## config.mk

```make
export PLATFORM = sky130hd
export DESIGN_NAME = serdiv_ct
export DESIGN_NICKNAME = d
export VERILOG_FILES = /design/src/rtl/ariane_pkg.sv /design/src/rtl/lzc.sv /design/src/rtl/serdiv_ct.sv
export SDC_FILE = /design/constraint.sdc
export NUM_CORES = 1
export LEC_CHECK = 0
export ABC_AREA = 1
export CAP_MARGIN = 25
export CORE_MARGIN = 2
export CORE_UTILIZATION = 30
export DETAILED_ROUTE_END_ITERATION = 10
export DONT_BUFFER_PORTS = 1
export GPL_TIMING_DRIVEN = 0
export SLEW_MARGIN = 10
export SYNTH_ARGS = -nofsm -noshare
export SYNTH_HDL_FRONTEND = slang
export SYNTH_SLANG_ARGS = --single-unit
```

## constraint.sdc

```tcl
create_clock -name clk_i -period 2.6 [get_ports clk_i]
set_input_delay 0.52 -clock clk_i [delete_from_list [all_inputs] [get_ports clk_i]]
set_output_delay 0.52 -clock clk_i [all_outputs]
set_load 0.005 [all_outputs]
```

## src/rtl/ariane_pkg.sv

```systemverilog
// Shared divider definitions: opcode encoding, FSM states and transaction id width.
package ariane_pkg;

    localparam int unsigned TRANS_ID_BITS = 3;

    typedef enum logic [1:0] {
        DIV_UDIV = 2'd0,
        DIV_DIV  = 2'd1,
        DIV_UREM = 2'd2,
        DIV_REM  = 2'd3
    } div_op_e;

    typedef enum logic [1:0] {
        DIV_IDLE,
        DIV_DIVIDE,
        DIV_FINISH
    } div_state_e;

    function automatic logic op_is_signed(input logic [1:0] op);
        return (div_op_e'(op) == DIV_DIV) || (div_op_e'(op) == DIV_REM);
    endfunction

    function automatic logic op_is_rem(input logic [1:0] op);
        return (div_op_e'(op) == DIV_UREM) || (div_op_e'(op) == DIV_REM);
    endfunction

endpackage

```

## src/rtl/lzc.sv

```systemverilog
// Leading-zero counter; cnt_o is 0 and empty_o is 1 for an all-zero input.
module lzc #(
    parameter int unsigned WIDTH = 64
) (
    input  logic [WIDTH-1:0]         in_i,
    output logic [$clog2(WIDTH)-1:0] cnt_o,
    output logic                     empty_o
);

    localparam int unsigned CNT_W = $clog2(WIDTH);

    // Scanning upward lets the highest set bit win.
    always_comb begin
        cnt_o = '0;
        for (int unsigned i = 0; i < WIDTH; i++) begin
            if (in_i[i]) begin
                cnt_o = CNT_W'(WIDTH - 1 - i);
            end
        end
    end

    assign empty_o = ~|in_i;

endmodule

```

## src/rtl/serdiv_ct.sv

```systemverilog
// Serial restoring divider with an optional constant-time mode (fixed WIDTH-cycle DIVIDE).
module serdiv_ct
    import ariane_pkg::*;
#(
    parameter int unsigned WIDTH    = 64,
    parameter logic        FORCE_CT = 1'b1
) (
    input  logic                     clk_i,
    input  logic                     rst_i,
    input  logic [TRANS_ID_BITS-1:0] id_i,
    input  logic [WIDTH-1:0]         op_a_i,
    input  logic [WIDTH-1:0]         op_b_i,
    input  logic [1:0]               opcode_i,
    input  logic                     op_w_i,
    input  logic                     ct_en_i,
    input  logic                     in_vld_i,
    output logic                     in_rdy_o,
    input  logic                     flush_i,
    output logic                     out_vld_o,
    input  logic                     out_rdy_i,
    output logic [TRANS_ID_BITS-1:0] id_o,
    output logic [WIDTH-1:0]         res_o
);

    localparam int unsigned CNT_W = $clog2(WIDTH) + 1;
    localparam int unsigned LZC_W = $clog2(WIDTH);

    div_state_e               state_q, state_d;
    logic [CNT_W-1:0]         cnt_q, cnt_d;
    logic [WIDTH-1:0]         rem_q, rem_d;
    logic [WIDTH-1:0]         quo_q, quo_d;
    logic [WIDTH-1:0]         div_q, div_d;
    logic                     rem_sel_q, rem_sel_d;
    logic                     neg_quo_q, neg_quo_d;
    logic                     neg_rem_q, neg_rem_d;
    logic                     word_q, word_d;
    logic                     ct_q, ct_d;
    logic                     skip_q, skip_d;
    logic [TRANS_ID_BITS-1:0] id_q, id_d;

    logic             signed_op, ct_req;
    logic [WIDTH-1:0] a_ext, b_ext, a_abs, b_abs;
    logic             a_neg, b_neg, b_is_zero, b_neg1, b_gt_a, special;
    logic [LZC_W-1:0] lzc_a, lzc_b;
    logic             a_empty, b_empty;
    logic [CNT_W-1:0] iters;
    logic [WIDTH-1:0] rem_init, quo_init;
    logic [WIDTH:0]   step_tmp, step_diff;
    logic             step_bit;
    logic [WIDTH-1:0] res_full;

    assign signed_op = op_is_signed(opcode_i);
    assign ct_req    = ct_en_i | FORCE_CT;

    if (WIDTH > 32) begin : g_word
        assign a_ext = op_w_i ? {{(WIDTH-32){signed_op & op_a_i[31]}}, op_a_i[31:0]} : op_a_i;
        assign b_ext = op_w_i ? {{(WIDTH-32){signed_op & op_b_i[31]}}, op_b_i[31:0]} : op_b_i;
        assign res_o = word_q ? {{(WIDTH-32){res_full[31]}}, res_full[31:0]} : res_full;
    end else begin : g_noword
        assign a_ext = op_a_i;
        assign b_ext = op_b_i;
        assign res_o = res_full;
    end

    assign a_neg     = signed_op & a_ext[WIDTH-1];
    assign b_neg     = signed_op & b_ext[WIDTH-1];
    assign a_abs     = a_neg ? -a_ext : a_ext;
    assign b_abs     = b_neg ? -b_ext : b_ext;
    assign b_is_zero = ~|b_ext;
    assign b_neg1    = signed_op & (&b_ext);
    assign b_gt_a    = b_abs > a_abs;

    lzc #(.WIDTH(WIDTH)) i_lzc_a (.in_i(a_abs), .cnt_o(lzc_a), .empty_o(a_empty));
    lzc #(.WIDTH(WIDTH)) i_lzc_b (.in_i(b_abs), .cnt_o(lzc_b), .empty_o(b_empty));

    assign special = b_empty | a_empty | b_neg1 | b_gt_a;

    // Non-CT alignment: pre-shifting the dividend by shift+1 is equivalent to aligning
    // the divisor, and leaves only the shift+1 low quotient bits to compute.
    always_comb begin
        iters    = CNT_W'(LZC_W'(lzc_b - lzc_a)) + CNT_W'(1);
        rem_init = a_abs >> iters;
        quo_init = a_abs << (CNT_W'(WIDTH) - iters);
        if (ct_req) begin
            iters    = CNT_W'(WIDTH);
            rem_init = '0;
            quo_init = a_abs;
        end else if (special) begin
            iters = CNT_W'(1);
            if (b_empty) begin
                quo_init = '1;
                rem_init = a_abs;
            end else if (b_neg1) begin
                quo_init = a_abs;
                rem_init = '0;
            end else begin
                quo_init = '0;
                rem_init = a_abs;
            end
        end
    end

    assign step_tmp  = {rem_q, quo_q[WIDTH-1]};
    assign step_diff = step_tmp - {1'b0, div_q};
    assign step_bit  = ~step_diff[WIDTH];

    always_comb begin
        state_d   = state_q;
        cnt_d     = cnt_q;
        rem_d     = rem_q;
        quo_d     = quo_q;
        div_d     = div_q;
        rem_sel_d = rem_sel_q;
        neg_quo_d = neg_quo_q;
        neg_rem_d = neg_rem_q;
        word_d    = word_q;
        ct_d      = ct_q;
        skip_d    = skip_q;
        id_d      = id_q;
        in_rdy_o  = 1'b0;
        out_vld_o = 1'b0;

        case (state_q)
            DIV_IDLE: begin
                in_rdy_o = ~flush_i;
                if (in_vld_i && !flush_i) begin
                    state_d   = DIV_DIVIDE;
                    cnt_d     = iters;
                    rem_d     = rem_init;
                    quo_d     = quo_init;
                    div_d     = b_abs;
                    rem_sel_d = op_is_rem(opcode_i);
                    neg_quo_d = (a_neg ^ b_neg) & ~b_is_zero;
                    neg_rem_d = a_neg;
                    word_d    = op_w_i;
                    ct_d      = ct_req;
                    skip_d    = ~ct_req & special;
                    id_d      = id_i;
                end
            end
            DIV_DIVIDE: begin
                if (ct_q || !skip_q) begin
                    rem_d = step_bit ? step_diff[WIDTH-1:0] : step_tmp[WIDTH-1:0];
                    quo_d = {quo_q[WIDTH-2:0], step_bit};
                end
                if (cnt_q != '0) begin
                    cnt_d = cnt_q - CNT_W'(1);
                end
                if (cnt_q <= CNT_W'(1)) begin
                    state_d = DIV_FINISH;
                end
            end
            DIV_FINISH: begin
                out_vld_o = ~flush_i;
                if (out_rdy_i) begin
                    state_d = DIV_IDLE;
                end
            end
            default: state_d = DIV_IDLE;
        endcase

        if (flush_i) begin
            state_d = DIV_IDLE;
        end
    end

    always_ff @(posedge clk_i) begin
        if (rst_i) begin
            state_q   <= DIV_IDLE;
            cnt_q     <= '0;
            rem_q     <= '0;
            quo_q     <= '0;
            div_q     <= '0;
            rem_sel_q <= 1'b0;
            neg_quo_q <= 1'b0;
            neg_rem_q <= 1'b0;
            word_q    <= 1'b0;
            ct_q      <= 1'b0;
            skip_q    <= 1'b0;
            id_q      <= '0;
        end else begin
            state_q   <= state_d;
            cnt_q     <= cnt_d;
            rem_q     <= rem_d;
            quo_q     <= quo_d;
            div_q     <= div_d;
            rem_sel_q <= rem_sel_d;
            neg_quo_q <= neg_quo_d;
            neg_rem_q <= neg_rem_d;
            word_q    <= word_d;
            ct_q      <= ct_d;
            skip_q    <= skip_d;
            id_q      <= id_d;
        end
    end

    assign res_full = rem_sel_q ? (neg_rem_q ? -rem_q : rem_q)
                                : (neg_quo_q ? -quo_q : quo_q);
    assign id_o     = id_q;

endmodule

```

==> impl_metrics.toml <==
[sta]
drv_slew = 0
setup_viol = 115
fin_crit_sh = 1.249
finalWorstSetupSlack_ps = -648.1
finalHoldWorstSlack_ps = 50.88
skew_ps = 26.23
hold_viol = 0
min_period_ps = 3248
clock.fmax_mhz = 307.9
relSlewSlack = 0.2649
tightest_slew_ps = 1103
rsz0062_at_grt = "true"
tns_ps = -28510

[synth]
synth-async-reset-ratio = 0
synth-simple-area-share = 0.4554
synth_top_cell_area_share = 0.2263
synth_edf_count = 0
synth.area.mux_share = 0
seq_area_frac_synth = 0.1706
syn_inst = 4645
synth_nets = 4856
avgSynthCellArea_um2 = 5.256
syn-cell-area_um2 = 24410
synth_top_family_by_area = "simple AND/OR/NAND/NOR gates"
synth_fa_ha_area_frac = 0.03670
yosys.cell_types.count = 55
synthFlopType = "dfxtp_1"
synth.ff_latch_count = 208
yosys.area.top_type = "nand2_1"
synthXorXnorAreaFrac = 0.03265
synthTopCellsByArea = "nand2_1 23%, dfxtp_1 17%, inv_1 11%, nand3_1 8.5%, nor2_1 7.5%"
synth_warnings = 0
synth-compound-area-share = 0.1611

[routing]
routed.top_layer = "met5"
drtPass1Iterations = 8
wl_met2_mm = 55.16
via_per_inst = 5.403
drc = 0
ant_nets = 0
met3_length_mm = 12.57
first_iter_violations = 3559
routedWlPerCell_um = 21.40
wl_met1_mm = 51.74
vias = 31620
wl_mm = 125.3

[critical_path]
setup.worst_path.end_class = "output pin"
crit_fanout = 6
criticalPathCategory = "flip-flop to output pin"
r2r-end = "rem_q[63]"
r2r_slack_ps = -120
start_kind = "flip-flop"
reg2reg_depth = 17
required_ps = 2080
r2r-start = "rem_q[30]"
critPathArrivalTime_ps = 2730

[clock_network]
htreeDepth = 1
numClockSinks = 208
clock_latency_ps = 600
cts_tree = "built"
ctsHoldBuffers = 0
path_clk_slew_ps = 60
root_buffer = "clkbuf_16"
cts.path.max_buffers = 3
cts_buffers = 28

[global_route]
grt_pass1_vias = 28460
grt_max_degree = 15
grt_usage = 0.2867
antenna_found_initial = 2
grt_pass1_wl_mm = 179.6
grt_remaining_overflow = 0

[job]
cap_violations = 0

[place]
hpwl_mm = 104.3
gp_congestion = 1.030
dp.cells = 5705
port_buffers = 0

[final_layout]
final_util = 0.3659
layout-drive-gt1-share = 0.1497
area_growth_pct = 20.74
final_cell_mix = "1397 x nand2_1, 670 x inv_1, 402 x nor2_1"
final_nets = 4980
final_cells = 5852
final_common_cell = "nand2_1"
fill_cells = 9005

[die]
dieArea_um2 = 83670
core-area_um2 = 80550
initial_core_util = 0.3031
die_h_um = 289.3
io_pins = 209
die_x_um = 289.3
fp-row-count = 104

[power_and_ir_drop]
p_leak_uw = 0.01473
ir_drop_uv = 493.6
power_density_nw_per_um2 = 404.9

[min_path]
worstHoldPathType = "input pin to flip-flop"
hp-start = "id_i[1]"
holdPathEnd = "id_o[1]"
holdPathStages = 2

[run_status]
violations = "negative setup slack"
status = "finished, violations left"
Yosys cell counts, drive strengths merged (12+ instances only):
library cell  instances
dfxtp               208
a21oi               302
o21ai               286
ha                   70
o21bai               15
a32o                 12
nor3                 66
nor2                503
nand4                95
xnor2                38
inv                 756
nor4                 12
xor2                 53
nand3b               33
a31oi                16
clkbuf               98
buf                  56
o22ai                62
nand2              1483
nand3               416
per-stage QoR:
stage / total power, µW / area (µm²) / setup WS (ps)
2_1_floorplan: 5980 / 24410 / 89.93
6_report: 11940 / 29480 / -648.1
3_5_place_dp: 7246 / 25740 / -817.5
4_1_cts: 11640 / 28960 / -513.1
5_1_grt: 12400 / 29480 / -682.6
3_3_place_gp: 7249 / 25740 / -795.1
cell type report:
cell class                 count  area (µm²)  area share
multi-input combinational   3523       18350      0.6224
sequential                   208        4275      0.1450
inverter                     760        2878     0.09763
tap                         1060        1326     0.04500
buffer                       153       870.8     0.02954
timing repair buffer          95       824.5     0.02797
clock buffer                  38       798.3     0.02708
clock inverter                14       155.1    0.005264
antenna                        1       2.502  0.00008490
per-layer routing:
metal | global-route usage | vias to the layer above
met5 | 0 | -
met4 | 0.1134 | 2
met3 | 0.05811 | 281
met2 | 0.4583 | 1666
met1 | 0.3764 | 14530
li1 | - | 15140
critical path: stages, from the launching register on:
cell and delay (ps):
dfxtp_1 410, inv_2 170, nand4_1 210, buf_4 200, buf_4 120, buf_4 120
o21ai_2 260, a21oi_1 130, o211ai_1 430, nand2_4 80
how the worst max path moves through the flow:
stage	slack (ps)	cells after the start	start	to
6_report	-650	9	rem_q[21]	res_o[38]
5_1_grt	-680	11	rem_q[2]	res_o[47]
4_1_cts	-510	10	rem_q[3]	res_o[57]
3_5_place_dp	-820	18	quo_q[63]	rem_q[63]
3_3_place_gp	-800	18	quo_q[63]	rem_q[63]
2_1_floorplan	90	18	quo_q[63]	rem_q[49]
where the power goes:
part	internal [µW]	leakage (µW)	total (µW)	switching, µW
Clock	2360	0.000466	4080	1720
Combinational	1280	0.0125	4380	3090
Sequential	3330	0.00173	3480	148
cells by family after synthesis:
group | count (synthesis)
simple gates | 2636
fa+ha+maj | 71
flops | 208
compound gates | 725
xor+xnor | 91
buf+inv | 914
state kept, by name (all words and copies together) (netlist names):
name and cells:
id_o 3, rem_sel_q 1, quo_q 64, cnt_q 7, rem_q 64, word_q 1, neg_quo_q 1, div_q 64
neg_rem_q 1, state_q 2
timing repair:
| action | CTS | global route |
|---|---|---|
| gates resized for setup | 582 | 128 |
| setup endpoints to repair | 155 | 143 |
| setup buffers | 70 | 24 |
| pin swaps | 101 | 54 |
| cloned | 4 | 0 |
Note: power is estimated with default switching activity, not from simulation.
